`config.mk`:
```
export PLATFORM = sky130hd
export DESIGN_NAME = shift64_ctrl
export DESIGN_NICKNAME = d
export VERILOG_FILES = /design/src/rtl/shift_pkg.sv /design/src/rtl/shift64_ctrl_barrel32.sv /design/src/rtl/shift64_ctrl.sv
export SDC_FILE = /design/constraint.sdc
export NUM_CORES = 1
export LEC_CHECK = 0
export CORE_ASPECT_RATIO = 1.4
export CORE_UTILIZATION = 53
export DETAILED_ROUTE_END_ITERATION = 6
export PLACE_DENSITY = 0.87
export SETUP_SLACK_MARGIN = 0.15
export SLEW_MARGIN = 20
export SYNTH_ARGS = -nofsm -noshare
export SYNTH_HDL_FRONTEND = slang
export SYNTH_SLANG_ARGS = --single-unit
```
`constraint.sdc`:
```
create_clock -name clk -period 6.9 [get_ports clk]
set_input_delay 1.725 -clock clk [delete_from_list [all_inputs] [get_ports clk]]
set_output_delay 1.725 -clock clk [all_outputs]
set_load 0.02 [all_outputs]
```
`src/rtl/shift_pkg.sv`:
```
`default_nettype none
// ============================================================================
// Module     : shift_pkg
// Description: Shared definitions for the 64-bit shift sequencer and the
//              32-bit barrel shifter it drives. Contains the shifter op
//              encodings, the sequencer state encoding and the 32-bit
//              all-ones constant.
// Revision   : 1.0 - initial release
// ============================================================================
package shift_pkg;

  // Shifter op encodings (shared by the 64-bit request port and the 32-bit core)
  localparam logic [1:0] SHIFT_SLL = 2'b00;
  localparam logic [1:0] SHIFT_SRL = 2'b01;
  localparam logic [1:0] SHIFT_SRA = 2'b10;
  localparam logic [1:0] SHIFT_ROR = 2'b11;

  localparam logic [31:0] ALL_ONES_32 = 32'hFFFF_FFFF;

  // Sequencer states: one shifter pass per PM/PA/PB state
  typedef enum logic [2:0] {
    S_IDLE = 3'd0,
    S_PM   = 3'd1,
    S_PA   = 3'd2,
    S_PB   = 3'd3,
    S_DONE = 3'd4
  } state_t;

endpackage : shift_pkg
`default_nettype wire

```
`src/rtl/shift64_ctrl_barrel32.sv`:
```
`default_nettype none
// ============================================================================
// Module     : shift64_ctrl_barrel32
// Description: 32-bit combinational barrel shifter, op-encoded.
//              SLL / SRL / SRA / ROR by a 5-bit amount.
// Ports      : data   [31:0] in  - operand
//              op     [1:0]  in  - SHIFT_SLL/SRL/SRA/ROR
//              amount [4:0]  in  - shift/rotate distance 0..31
//              result [31:0] out - shifted operand
// Revision   : 1.0 - initial release
// ============================================================================
module shift64_ctrl_barrel32
  import shift_pkg::*;
(
  input  logic [31:0] data,
  input  logic [1:0]  op,
  input  logic [4:0]  amount,
  output logic [31:0] result
);

  logic [5:0] w_rot_left;

  // Left distance for the rotate; amount=0 gives 32, and a 32-bit shift
  // by 32 yields zero, so rotate-by-0 returns data unchanged.
  assign w_rot_left = 6'd32 - {1'b0, amount};

  always_comb begin
    result = data;
    case (op)
      SHIFT_SLL: result = data << amount;
      SHIFT_SRL: result = data >> amount;
      SHIFT_SRA: result = 32'($signed(data) >>> amount);
      default:   result = (data >> amount) | (data << w_rot_left);
    endcase
  end

endmodule : shift64_ctrl_barrel32
`default_nettype wire

```
`src/rtl/shift64_ctrl.sv`:
```
`default_nettype none
// ============================================================================
// Module     : shift64_ctrl
// Description: 64-bit SLL/SRL/SRA/ROR sequencer built around a single 32-bit
//              barrel shifter. Three passes (mask M, low word A, high word B),
//              one per cycle, merged with the mask into the 64-bit result.
//              Optional macro SHIFT64_BYPASS_EN: a request whose low five
//              amount bits are zero skips the passes and completes after one
//              edge.
// Ports      : clk                 in  - rising-edge clock
//              reset               in  - asynchronous active-high reset
//              in_valid/in_ready   - request handshake (ready only in IDLE)
//              op[1:0]             in  - 00 SLL, 01 SRL, 10 SRA, 11 ROR
//              amount[5:0]         in  - distance 0..63
//              data_hi/data_lo     in  - operand bits [63:32] / [31:0]
//              out_valid/out_ready - result handshake
//              res_hi/res_lo       out - result bits [63:32] / [31:0]
// Revision   : 1.0 - initial release
// ============================================================================
module shift64_ctrl
  import shift_pkg::*;
(
  input  logic        clk,
  input  logic        reset,
  input  logic        in_valid,
  output logic        in_ready,
  input  logic [1:0]  op,
  input  logic [5:0]  amount,
  input  logic [31:0] data_hi,
  input  logic [31:0] data_lo,
  output logic        out_valid,
  input  logic        out_ready,
  output logic [31:0] res_hi,
  output logic [31:0] res_lo
);

  state_t      r_state;
  logic [1:0]  r_op;
  logic [4:0]  r_k;
  logic [31:0] r_h;
  logic [31:0] r_l;
  logic        r_s;
  logic [31:0] r_m;
  logic [31:0] r_a;

  logic [31:0] w_pre_h;
  logic [31:0] w_pre_l;
  logic        w_right;
  logic [4:0]  w_rot_amt;
  logic [31:0] w_sh_data;
  logic [1:0]  w_sh_op;
  logic [4:0]  w_sh_amt;
  logic [31:0] w_sh_res;
  logic [31:0] w_b;
  logic [31:0] w_fill;
  logic [31:0] w_merge_hi;
  logic [31:0] w_merge_lo;

  // Word pre-swap: distances >= 32 become a whole-word move plus a
  // 0..31 shift by k, so the passes only ever handle k.
  always_comb begin
    w_pre_h = data_hi;
    w_pre_l = data_lo;
    if (amount[5]) begin
      case (op)
        SHIFT_SLL: begin w_pre_h = data_lo;              w_pre_l = 32'd0;   end
        SHIFT_SRL: begin w_pre_h = 32'd0;                w_pre_l = data_hi; end
        SHIFT_SRA: begin w_pre_h = {32{data_hi[31]}};    w_pre_l = data_hi; end
        default:   begin w_pre_h = data_lo;              w_pre_l = data_hi; end
      endcase
    end
  end

  assign w_right = (r_op != SHIFT_SLL);
  // Left shifts are done as a rotate right by (32-k) mod 32.
  assign w_rot_amt = w_right ? r_k : (5'd0 - r_k);

  // Shifter drive: PM builds the mask, PA rotates L, PB rotates H.
  always_comb begin
    w_sh_data = r_l;
    w_sh_op   = SHIFT_ROR;
    w_sh_amt  = w_rot_amt;
    case (r_state)
      S_PM: begin
        w_sh_data = ALL_ONES_32;
        w_sh_op   = w_right ? SHIFT_SRL : SHIFT_SLL;
        w_sh_amt  = r_k;
      end
      S_PB:    w_sh_data = r_h;
      default: w_sh_data = r_l;
    endcase
  end

  shift64_ctrl_barrel32 u_barrel (
    .data   (w_sh_data),
    .op     (w_sh_op),
    .amount (w_sh_amt),
    .result (w_sh_res)
  );

  // B is consumed straight from the shifter during PB.
  assign w_b    = w_sh_res;
  assign w_fill = ((r_op == SHIFT_SRA) && r_s) ? ~r_m : 32'd0;

  always_comb begin
    w_merge_hi = (w_b & r_m) | w_fill;
    w_merge_lo = (r_a & r_m) | (w_b & ~r_m);
    case (r_op)
      SHIFT_SLL: begin
        w_merge_hi = (w_b & r_m) | (r_a & ~r_m);
        w_merge_lo = r_a & r_m;
      end
      SHIFT_ROR: w_merge_hi = (w_b & r_m) | (r_a & ~r_m);
      default:   w_merge_hi = (w_b & r_m) | w_fill;
    endcase
  end

  always_ff @(posedge clk or posedge reset) begin
    if (reset) begin
      r_state   <= S_IDLE;
      r_op      <= 2'd0;
      r_k       <= 5'd0;
      r_h       <= 32'd0;
      r_l       <= 32'd0;
      r_s       <= 1'b0;
      r_m       <= 32'd0;
      r_a       <= 32'd0;
      res_hi    <= 32'd0;
      res_lo    <= 32'd0;
      in_ready  <= 1'b1;
      out_valid <= 1'b0;
    end else begin
      case (r_state)
        S_IDLE: begin
          if (in_valid && in_ready) begin
            r_op     <= op;
            r_k      <= amount[4:0];
            r_h      <= w_pre_h;
            r_l      <= w_pre_l;
            r_s      <= data_hi[31];
            in_ready <= 1'b0;
`ifdef SHIFT64_BYPASS_EN
            if (amount[4:0] == 5'd0) begin
              // Pre-swapped words (incl. the SRA fill word) are the result.
              // out_valid is raised from DONE on the following edge.
              res_hi  <= w_pre_h;
              res_lo  <= w_pre_l;
              r_state <= S_DONE;
            end else begin
              r_state <= S_PM;
            end
`else
            r_state <= S_PM;
`endif
          end
        end
        S_PM: begin
          r_m     <= w_sh_res;
          r_state <= S_PA;
        end
        S_PA: begin
          r_a     <= w_sh_res;
          r_state <= S_PB;
        end
        S_PB: begin
          res_hi    <= w_merge_hi;
          res_lo    <= w_merge_lo;
          out_valid <= 1'b1;
          r_state   <= S_DONE;
        end
        S_DONE: begin
          // Entering DONE without out_valid only happens on the bypass path.
          if (!out_valid) begin
            out_valid <= 1'b1;
          end else if (out_ready) begin
            out_valid <= 1'b0;
            in_ready  <= 1'b1;
            r_state   <= S_IDLE;
          end
        end
        default: begin
          out_valid <= 1'b0;
          in_ready  <= 1'b1;
          r_state   <= S_IDLE;
        end
      endcase
    end
  end

endmodule : shift64_ctrl
`default_nettype wire

```
==> results of run 1 <==
[worst max-delay path by stage]
stage	startpoint	endpoint	slack [ns]	depth (start not counted)
after detailed placement	r_state[0]	res_hi[14]	2.56	12
after CTS	r_state[0]	res_hi[14]	2.51	12
final	r_state[0]	res_hi[14]	2.39	12
after floorplan	reset	out_valid	2.52	1
after global placement	amount[5]	r_l[19]	2.25	6
after global routing	r_state[0]	r_a[14]	2.25	12
[synth_stat cells (8+ instances only)]
| library cell | number | area [sq um] |
|---|---|---|
| mux2_2 | 15 | 169 |
| a22oi_1 | 31 | 233 |
| a211oi_2 | 8 | 100 |
| and3_1 | 29 | 181 |
| mux4_2 | 10 | 225 |
| buf_6 | 8 | 90.1 |
| nand3_1 | 18 | 90.1 |
| a211oi_1 | 35 | 263 |
| dfrtp_1 | 204 | 5100 |
| mux2i_1 | 28 | 280 |
| nand2_1 | 218 | 818 |
| or4bb_1 | 12 | 135 |
| nor4_1 | 10 | 62.6 |
| o41ai_2 | 9 | 146 |
| o21ai_1 | 27 | 135 |
| o21ai_0 | 140 | 701 |
| a221oi_1 | 41 | 359 |
| clkbuf_1 | 115 | 432 |
| nor2_1 | 190 | 713 |
| a21o_1 | 14 | 105 |
| o221ai_1 | 25 | 219 |
| nand4bb_1 | 20 | 225 |
| nor3_1 | 79 | 395 |
| or3_1 | 12 | 75.1 |
| o211ai_1 | 63 | 473 |
| a31oi_1 | 8 | 50.1 |
| buf_4 | 10 | 75.1 |
| a21oi_1 | 120 | 601 |
| inv_1 | 14 | 52.6 |
| o41ai_1 | 11 | 96.3 |
| nor3_2 | 12 | 120 |
| o31ai_1 | 45 | 338 |
| buf_2 | 28 | 140 |
| o22ai_1 | 11 | 68.8 |
[metal layers]
metal / track usage [%] / share of wire, % / wire length [um]
met5: 0 / 0.015 / 9
met4: 32.6 / 8.7 / 5090
met3: 5.46 / 7.0 / 4130
met2: 71.8 / 48 / 28400
met1: 47.5 / 36 / 21000
[worst max-delay path, cell delays in order, from the launching register on]
cell,delay [ns]
dfrtp_1,0.33
buf_4,0.34
or3b_4,0.51
and3_2,0.51
buf_4,0.29
nor2_4,0.37
a21oi_1,0.21
nor2_1,0.17
buf_4,0.29
mux2i_1,0.45
o22ai_1,0.13
a21oi_1,0.49
o221ai_1,0.22
[area by class of cell]
class | count | area share, %
clock buffer | 28 | 3.47
clock inverter | 9 | 0.639
inverter | 17 | 0.396
multi-input combinational | 1376 | 51.4
sequential | 205 | 30.1
tap | 365 | 2.68
timing repair buffer | 204 | 11.3
[cell families after synthesis]
logic type                 synth area share (%)
DFF                                        35.1
and+or+nand+nor                            21.3
xor gates and xnor gates                  0.581
adders and majority gates                 0.427
muxes                                      4.92
buffers and inverters                      5.61
AOI/OAI and AO/OA                          32.1
[sequential cells by signal (all words and copies together) (netlist names)]
register	cells
r_a	32
r_h	32
r_l	32
r_m	32
res_hi	32
res_lo	32
r_k	5
r_state	3
r_op	2
in_ready	1
out_valid	1
r_s	1
[stage by stage]
step           std cells  hold WS (ns)  instance area, sq um  setup WS [ns]
5_1_grt             2204         0.486                 17000           2.25
2_1_floorplan       1764         0.441                 14600           2.52
4_1_cts             2204         0.472                 17000           2.51
3_3_place_gp        2167         0.456                 16300           2.25
3_5_place_dp        2167         0.458                 16300           2.56
6_report            2204         0.475                 17000           2.39
==> flow_summary.toml, run 1 <==
[status]
status = "finished clean"

[die]
core-area_sq_um = 27000
rows = 71
initial_core_util_pct = 54.2
fp.dieW_um = 142
die_area_sq_um = 28300
die_height_um = 199
pin_count = 142

[clock_tree]
cts_setup_buffers = 0
clock_sinks = 205
root_buffer = "clkbuf_16"
cts_tree = "built"
cts-hold-fix-buffers = 0
clk_path_buf_depth = 3
clock_latency_ns = 0.54
cts_resized = 0
numCtsBuffers = 21
cts-htree-levels = 1
path_clk_slew_ns = 0.06

[min_path]
min_to = "r_h[5]"
holdPathStages = 2
hold_path_class = "flip-flop to flip-flop"
hold_start = "r_h[5]"

[layout]
multiInputGateArea_sq_um = 8760
layout-drive-gt1-share_pct = 11.0
layout_common_cells = "nand2_1 (216), dfrtp_1 (203), nor2_1 (189), clkdlybuf4s50_1 (141), o21ai_0 (140)"
n_fill_cell = 2306
final_common_cell = "nand2_1"
diodes = 0
register_area_sq_um = 5130
final_nets = 1906
areaGrowthSynthToFinish_pct = 16.5
utilization_pct = 63.1

[setup_path]
crit_type = "flip-flop to flip-flop"
r2r_start = "r_state[0]"
reg2regPathDepth = 12
cp_max_fo = 41
startpoint_type = "flip-flop"
cp.required_ns = 7.27
worstPathArrival_ns = 4.88
worst-r2r-setup-slack_ns = 2.39
reg2reg_to = "res_hi[14]"
end_kind = "flip-flop"

[sta]
hold_violations = 0
timing.final.crit_period_ns = 4.51
drv_slew = 0
grt_setup_unrepaired = "false"
worst_slew_pin_slew_ns = 1.14
skew_ns = 0.0346
max_freq_mhz = 222
slew_headroom_pct = 24.0
setup_viol = 0
layout_worst_path_cycle_share_pct = 65.4
tns_ns = 0

[global_routing]
grt_util_all_layers_pct = 42.0
grt_max_degree = 109
grt_pass1_vias = 15000
antenna_found_initial = 1
grt_remaining_overflow = 0
grt_pass1_wl_um = 89900

[drt]
wl_um = 58700
detail-route-antenna-nets = 0
drc = 0
via_per_inst = 6.96
routedWlPerCell_um = 26.6
drt_iter0_drc = 1256
first_pass_iters = 6
vias = 15300

[logic_synthesis]
syn_avg_cell_area_sq_um = 8.30
synth.cell_area_sq_um = 14600
ys_async_sr_fraction_pct = 100
synthFlopType = "dfrtp_1"
yosysSeqAreaShare_pct = 35.1
syn_inst = 1764
syn-num-nets = 1845
synth_edf_count = 0
synth_cell_types = 95
synth_warnings = 0
synth_seq_cells = 205

[place]
gp_congestion = 1.07
port_buffers = 141
hpwl_um = 43600

[job]
maxCapViolCount = 0
Power of run 1 is left out: the tool's default activity adds up to more than one toggle a clock period on the data nets, which glitch-free logic cannot reach.
==> run 2: changes to the inputs <==
- clock period: 6.9 -> 4 ns (I/O delays scaled with it)
==> run 2 against run 1 <==
  * Sequential share of layout area is 1.1 points lower
  * Critical endpoint unchanged
  * Sequential cell count is the same
  * Final cell count increased by 3.3%
  * Die area is the same
  * Largest cell class unchanged
  * Design area grew 3.9%
  * Critical path depth is 1 lower
  * Worst setup slack worse by 2.1 ns
  * Count of clock-buffer cells in the layout up 1
  * Non-clock buffer count up 71
  * Routed wire length hardly changed
  * Utilization is 2.5 points higher
  * Clock skew is 0.023 ns lower
==> flow_summary.toml, run 2 (synthesis gave the netlist of run 1 again) <==
[sta]
max_freq_mhz = 267
drv_slew = 0
setup_viol = 0
timing.hold.ws_ns = 0.475
hold_violations = 0
layout_worst_path_cycle_share_pct = 93.8
grt_setup_unrepaired = "true"
timing.final.crit_period_ns = 3.75
worst_slew_pin_slew_ns = 0.930
skew_ns = 0.0118
slew_headroom_pct = 37.4

[clock_tree]
path_clk_slew_ns = 0.06
cts_tree = "built"
clk_path_buf_depth = 3
root_buffer = "clkbuf_16"
cts_setup_buffers = 0
clock_latency_ns = 0.53
clock_sinks = 205
numCtsBuffers = 21
cts-htree-levels = 1

[die]
pin_count = 142
fp.dieW_um = 142
die_area_sq_um = 28300
initial_core_util_pct = 54.2
rows = 71
die_height_um = 199
core-area_sq_um = 27000

[setup_path]
reg2regPathDepth = 11
worstPathArrival_ns = 4.13
critPathSlowestCell = "or3b_4"
startpoint = "r_state[2]"
reg2reg_to = "res_hi[14]"
startpoint_type = "flip-flop"
cp_max_fo = 42
path_cells = "or3b_4, a21oi_4, buf_12, nor3_1, a211oi_2, mux2i_1, mux2i_1, o22ai_1, buf_4, a21oi_1, o221ai_1"
crit_type = "flip-flop to flip-flop"
end_kind = "flip-flop"
worst-r2r-setup-slack_ns = 0.25
cpMostUsedCell = "mux2i_1"
slowest_delay_ns = 0.46
r2r_start = "r_state[2]"
cp.required_ns = 4.38

[place]
hpwl_um = 44200
gp_congestion = 1.16
placed_cell_area_sq_um = 17000
port_buffers = 141

[drt]
detail-route-antenna-nets = 0
drc = 0
vias = 15700
wl_um = 58600
via_per_inst = 6.88
drt_iter0_drc = 1286
routedWlPerCell_um = 25.8
first_pass_iters = 6

[layout]
fin_area_sq_um = 17700
final_nets = 1977
diodes = 0
final_common_cell = "nand2_1"
layout_common_cells = "nand2_1 (216), dfrtp_1 (203), nor2_1 (189), clkdlybuf4s50_1 (141), o21ai_0 (139)"
areaGrowthSynthToFinish_pct = 21.1
layout-drive-gt1-share_pct = 14.7

[status]
status = "finished clean"

[global_routing]
grt_remaining_overflow = 0
antenna_found_initial = 0
grt_pass1_wl_um = 90600
grt_max_degree = 74
grt_util_all_layers_pct = 42.1
grt_pass1_vias = 15400

[min_path]
holdPathStages = 2
min_to = "r_h[5]"
hold_start = "r_h[5]"
hold_path_class = "flip-flop to flip-flop"

[job]
maxCapViolCount = 0
run 2: through the flow:
step / cells / util, % / setup TNS, ns / setup slack (ns)
after detailed placement: 2238 / 62.8 / -0.102 / -0.0452
after global routing: 2276 / 65.6 / 0 / 0.149
final: 2276 / 65.6 / 0 / 0.250
after CTS: 2276 / 65.5 / 0 / 0.266
after floorplan: 1764 / - / 0 / 0.223
after global placement: 2238 / 62.8 / 0 / 0.106
run 2: layer usage:
metal  track usage (%)  up-vias  wire length [um]
met5                 0        -                 0
met4              31.6        0              5190
met3              7.13      236              4130
met2              72.0      837             28400
met1              46.8     7642             20900
li1                  -     6939                 -
run 2: cell type report:
class	count	area, sq um
fill	2256	9290
clock buffer	29	616
tap	365	457
timing repair buffer	275	2570
multi-input combinational	1376	8770
inverter	17	67.6
clock inverter	9	108
sequential	205	5130
run 2: how the worst max path moves through the flow:
stage,end,slack (ns),depth (start not counted)
floorplan,res_hi[27],0.22,16
global placement,res_hi[23],0.11,12
CTS,res_hi[14],0.27,12
finish,res_hi[14],0.25,11
global route,res_hi[14],0.15,11
detailed placement,res_hi[23],-0.05,12
run 2: worst max-delay path, delay by kind of cell, from the launching register on:
| family | cells | cell delay [ns] |
|---|---|---|
| AO/OA/AOI/OAI | 5 | 1.54 |
| AND/OR/NAND/NOR | 2 | 0.59 |
| multiplexers | 2 | 0.55 |
| buffers and inverters | 2 | 0.48 |
| flip-flops | 1 | 0.42 |
run 2: timing repair:
action                     4_1_cts  5_1_grt
gates resized for setup          2        6
hold buffers                     0        0
setup endpoints to repair        4       37
pin swaps                        0        1
Power of run 2 is left out for the same reason.
==> run 3: changes to the inputs <==
- GPL_TIMING_DRIVEN: not set -> 0
==> run 3 against run 2 <==
  * The flow now stops in global routing (5_1_grt)
  * Synthesized cell count unchanged
  * Synthesized area unchanged
==> flow_summary.toml, run 3 <==
[status]
tool.error = "[ERROR GRT-0116] Global routing finished with congestion. Check the congestion regions in the DRC Viewer."
failed_stage = "global routing (5_1_grt)"
status = "did not finish"

[logic_synthesis]
syn_inst = 1764
ys_async_sr_fraction_pct = 100
synth_area_leaders = "dfrtp_1 (35%), nand2_1 (5.6%), nor2_1 (4.9%)"
syn_avg_cell_area_sq_um = 8.30
synth_top_cell_area_share_pct = 34.9
synth_edf_count = 0
yosysTopAreaCell = "dfrtp_1"
synth_seq_cells = 205
synthMostInstantiatedCell = "nand2_1"
synth_cell_types = 95
synth.cell_area_sq_um = 14600
syn-num-nets = 1845
synth_warnings = 0
synthFlopType = "dfrtp_1"
yosysSeqAreaShare_pct = 35.1
yosys-top-cells-count = "nand2_1 (218), dfrtp_1 (204), nor2_1 (190)"

[die]
fp.dieW_um = 142
rows = 71
pin_count = 142
die_height_um = 199
initial_core_util_pct = 54.2

[global_routing]
grt_util_all_layers_pct = 62.9
grt_remaining_overflow = 58
grt_pass1_vias = 19200
grt_max_degree = 37
grt_pass1_wl_um = 130000

[place]
dp_cells = 2275
preCtsSetupSlack_ns = -1.69
placed_cell_area_sq_um = 16600
port_buffers = 140
gp_congestion = 1.18
hpwl_um = 58000

[clock_tree]
clock_sinks = 205
root_buffer = "clkbuf_16"
cts-hold-fix-buffers = 0
clk_path_buf_depth = 3
numCtsBuffers = 21
cts-htree-levels = 1
## run 3: layer usage
metal	global-route usage, %	GRT overflow
met1	60.5	0
met2	88.5	36
met3	36.5	1
met4	68.8	21
met5	7.26	0
## run 3: what timing repair did
item | in CTS
pin swaps | 18
gates resized for setup | 196
gates cloned | 0
buffers inserted | 19
endpoints found under the setup margin | 128
## run 3: logic make-up after synthesis
logic type | Yosys count | synth area share, %
adders and majority gates | 5 | 0.427
muxes | 55 | 4.92
buffers and inverters | 183 | 5.61
and+or+nand+nor | 636 | 21.3
DFF | 205 | 35.1
AOI/OAI and AO/OA | 672 | 32.1
xor gates and xnor gates | 8 | 0.581
## run 3: metrics by stage
step | util [%] | hold slack (ns)
after floorplan | - | 0.441
after global placement | 61.1 | 0.462
after detailed placement | 61.6 | 0.464
after CTS | 68.2 | 0.481
==> run 4: changes to the inputs <==
- CORE_ASPECT_RATIO: 1.4 -> not set
- CORE_UTILIZATION: 53 -> 40
- PLACE_DENSITY: 0.87 -> not set
- PLACE_DENSITY_LB_ADDON: not set -> 0.15
- SETUP_SLACK_MARGIN: 0.15 -> not set
- clock period: 4 -> 5.2 ns (I/O delays scaled with it)
==> run 4 against run 3 <==
  * The flow now finishes, with violations (DRC)
==> flow_summary.toml, run 4 (synthesis gave the netlist of run 1 again) <==
[status]
status = "finished with violations"
violations = "DRC"

[layout]
final_common_cell = "nand2_1"
diodes = 0
multiInputGateArea_sq_um = 8780
layout-drive-gt1-share_pct = 10.6
areaGrowthSynthToFinish_pct = 21.2
n_fill_cell = 3525
register_area_sq_um = 5130
final_nets = 2018
layout_common_cells = "nand2_1 (218), dfrtp_1 (204), nor2_1 (189), clkdlybuf4s50_1 (140), o21ai_0 (139)"

[place]
port_buffers = 140
hpwl_um = 59100
gp_congestion = 1.04

[setup_path]
critPathSlowestCell = "nor4_2"
r2r_start = "r_k[0]"
startpoint_type = "flip-flop"
end_kind = "flip-flop"
slowest_delay_ns = 0.91
crit_family = "buffers and inverters"
path_cells = "inv_2, clkbuf_2, clkbuf_4, clkbuf_4, ha_1, and3_1, buf_6, buf_6, nor4_2, nand2_1, o31ai_1, a211oi_1, a21oi_1, nor3_2, o41ai_1"
cp_max_fo = 10
worst-r2r-setup-slack_ns = 0.07
reg2regPathDepth = 15
crit_type = "flip-flop to flip-flop"
worstPathArrival_ns = 5.55
reg2reg_to = "res_lo[28]"
cp.required_ns = 5.62
crit_buf_inv = 6

[sta]
setup_viol = 0
hold_violations = 0
timing.final.crit_period_ns = 5.13
worst_slew_pin_slew_ns = 1.15
tns_ns = 0
layout_worst_path_cycle_share_pct = 98.6
grt_setup_unrepaired = "false"
skew_ns = 0.00673
slew_headroom_pct = 22.7
max_freq_mhz = 195
drv_slew = 0

[job]
maxCapViolCount = 0

[drt]
drc = 9
first_pass_iters = 7
via_per_inst = 6.66
routedWlPerCell_um = 30.2
detail-route-antenna-nets = 0
wl_um = 72900
vias = 16100
drt_iter0_drc = 1776

[die]
rows = 69
die_height_um = 193
fp.dieW_um = 193
core-area_sq_um = 35800
pin_count = 142
die_area_sq_um = 37400
initial_core_util_pct = 40.8

[clock_tree]
clock_sinks = 205
cts-hold-fix-buffers = 0
cts_tree = "built"
root_buffer = "clkbuf_16"
clk_path_buf_depth = 3
cts-htree-levels = 1
clock_latency_ns = 0.55
path_clk_slew_ns = 0.06
numCtsBuffers = 22

[global_routing]
grt_util_all_layers_pct = 38.4
grt_pass1_vias = 15800
grt_max_degree = 35
grt_pass1_wl_um = 107000
antenna_found_initial = 2
grt_remaining_overflow = 0

[min_path]
hold_path_class = "flip-flop to flip-flop"
hold_start = "r_h[3]"
min_to = "r_h[3]"
holdPathStages = 2
==> run 4: worst max path at each step <==
stage                     startpoint         end  slack [ns]  cells after the start
final                         r_k[0]  res_lo[28]        0.07                     15
after CTS                     r_k[0]     r_a[26]        0.06                     18
after global routing          r_k[0]  res_lo[27]        0.02                     16
after floorplan                reset   out_valid        1.24                      1
after global placement        r_k[0]   res_hi[7]       -1.14                     15
after detailed placement      r_k[0]     r_a[26]       -1.12                     17
==> run 4: cell type report <==
class / count / area share [%]
Clock inverter: 8 / 1.21
Sequential cell: 205 / 28.9
Inverter: 17 / 0.381
Timing Repair Buffer: 150 / 8.76
Multi-Input combinational cell: 1376 / 49.5
Clock buffer: 32 / 3.60
Buffer: 165 / 4.35
Tap cell: 461 / 3.25
==> run 4: repair_timing <==
action | in CTS | in global routing
buffers inserted | 0 | 1
gates resized for setup | 21 | 5
endpoints found under the setup margin | 126 | 56
pin swaps | 0 | 1
==> run 4: layer usage <==
layer / vias up / wire length, um / global-route usage [%]
li1: 7049 / - / -
met1: 7945 / 28800 / 47.7
met2: 875 / 33800 / 63.1
met3: 199 / 5500 / 6.07
met4: 2 / 4770 / 22.7
met5: - / 12 / 0
==> run 4: worst register-to-register path: stages (launching register included) <==
cell	delay [ns]
dfrtp_1	0.50
inv_2	0.26
clkbuf_2	0.30
clkbuf_4	0.32
clkbuf_4	0.30
ha_1	0.30
and3_1	0.17
buf_6	0.15
buf_6	0.16
nor4_2	0.91
nand2_1	0.16
o31ai_1	0.21
a211oi_1	0.28
a21oi_1	0.48
nor3_2	0.15
o41ai_1	0.34
==> run 4: through the flow <==
step	setup slack [ns]	hold slack (ns)	utilization, %	instance area (sq um)	instances
floorplan	1.24	0.441	-	14600	1764
global placement	-1.14	0.462	46.4	16600	2365
detailed placement	-1.12	0.461	46.8	16800	2373
CTS	0.0602	0.480	49.4	17700	2413
global route	0.0197	0.496	49.5	17700	2414
finish	0.0716	0.483	49.5	17700	2414
Power of run 4 is left out for the same reason.
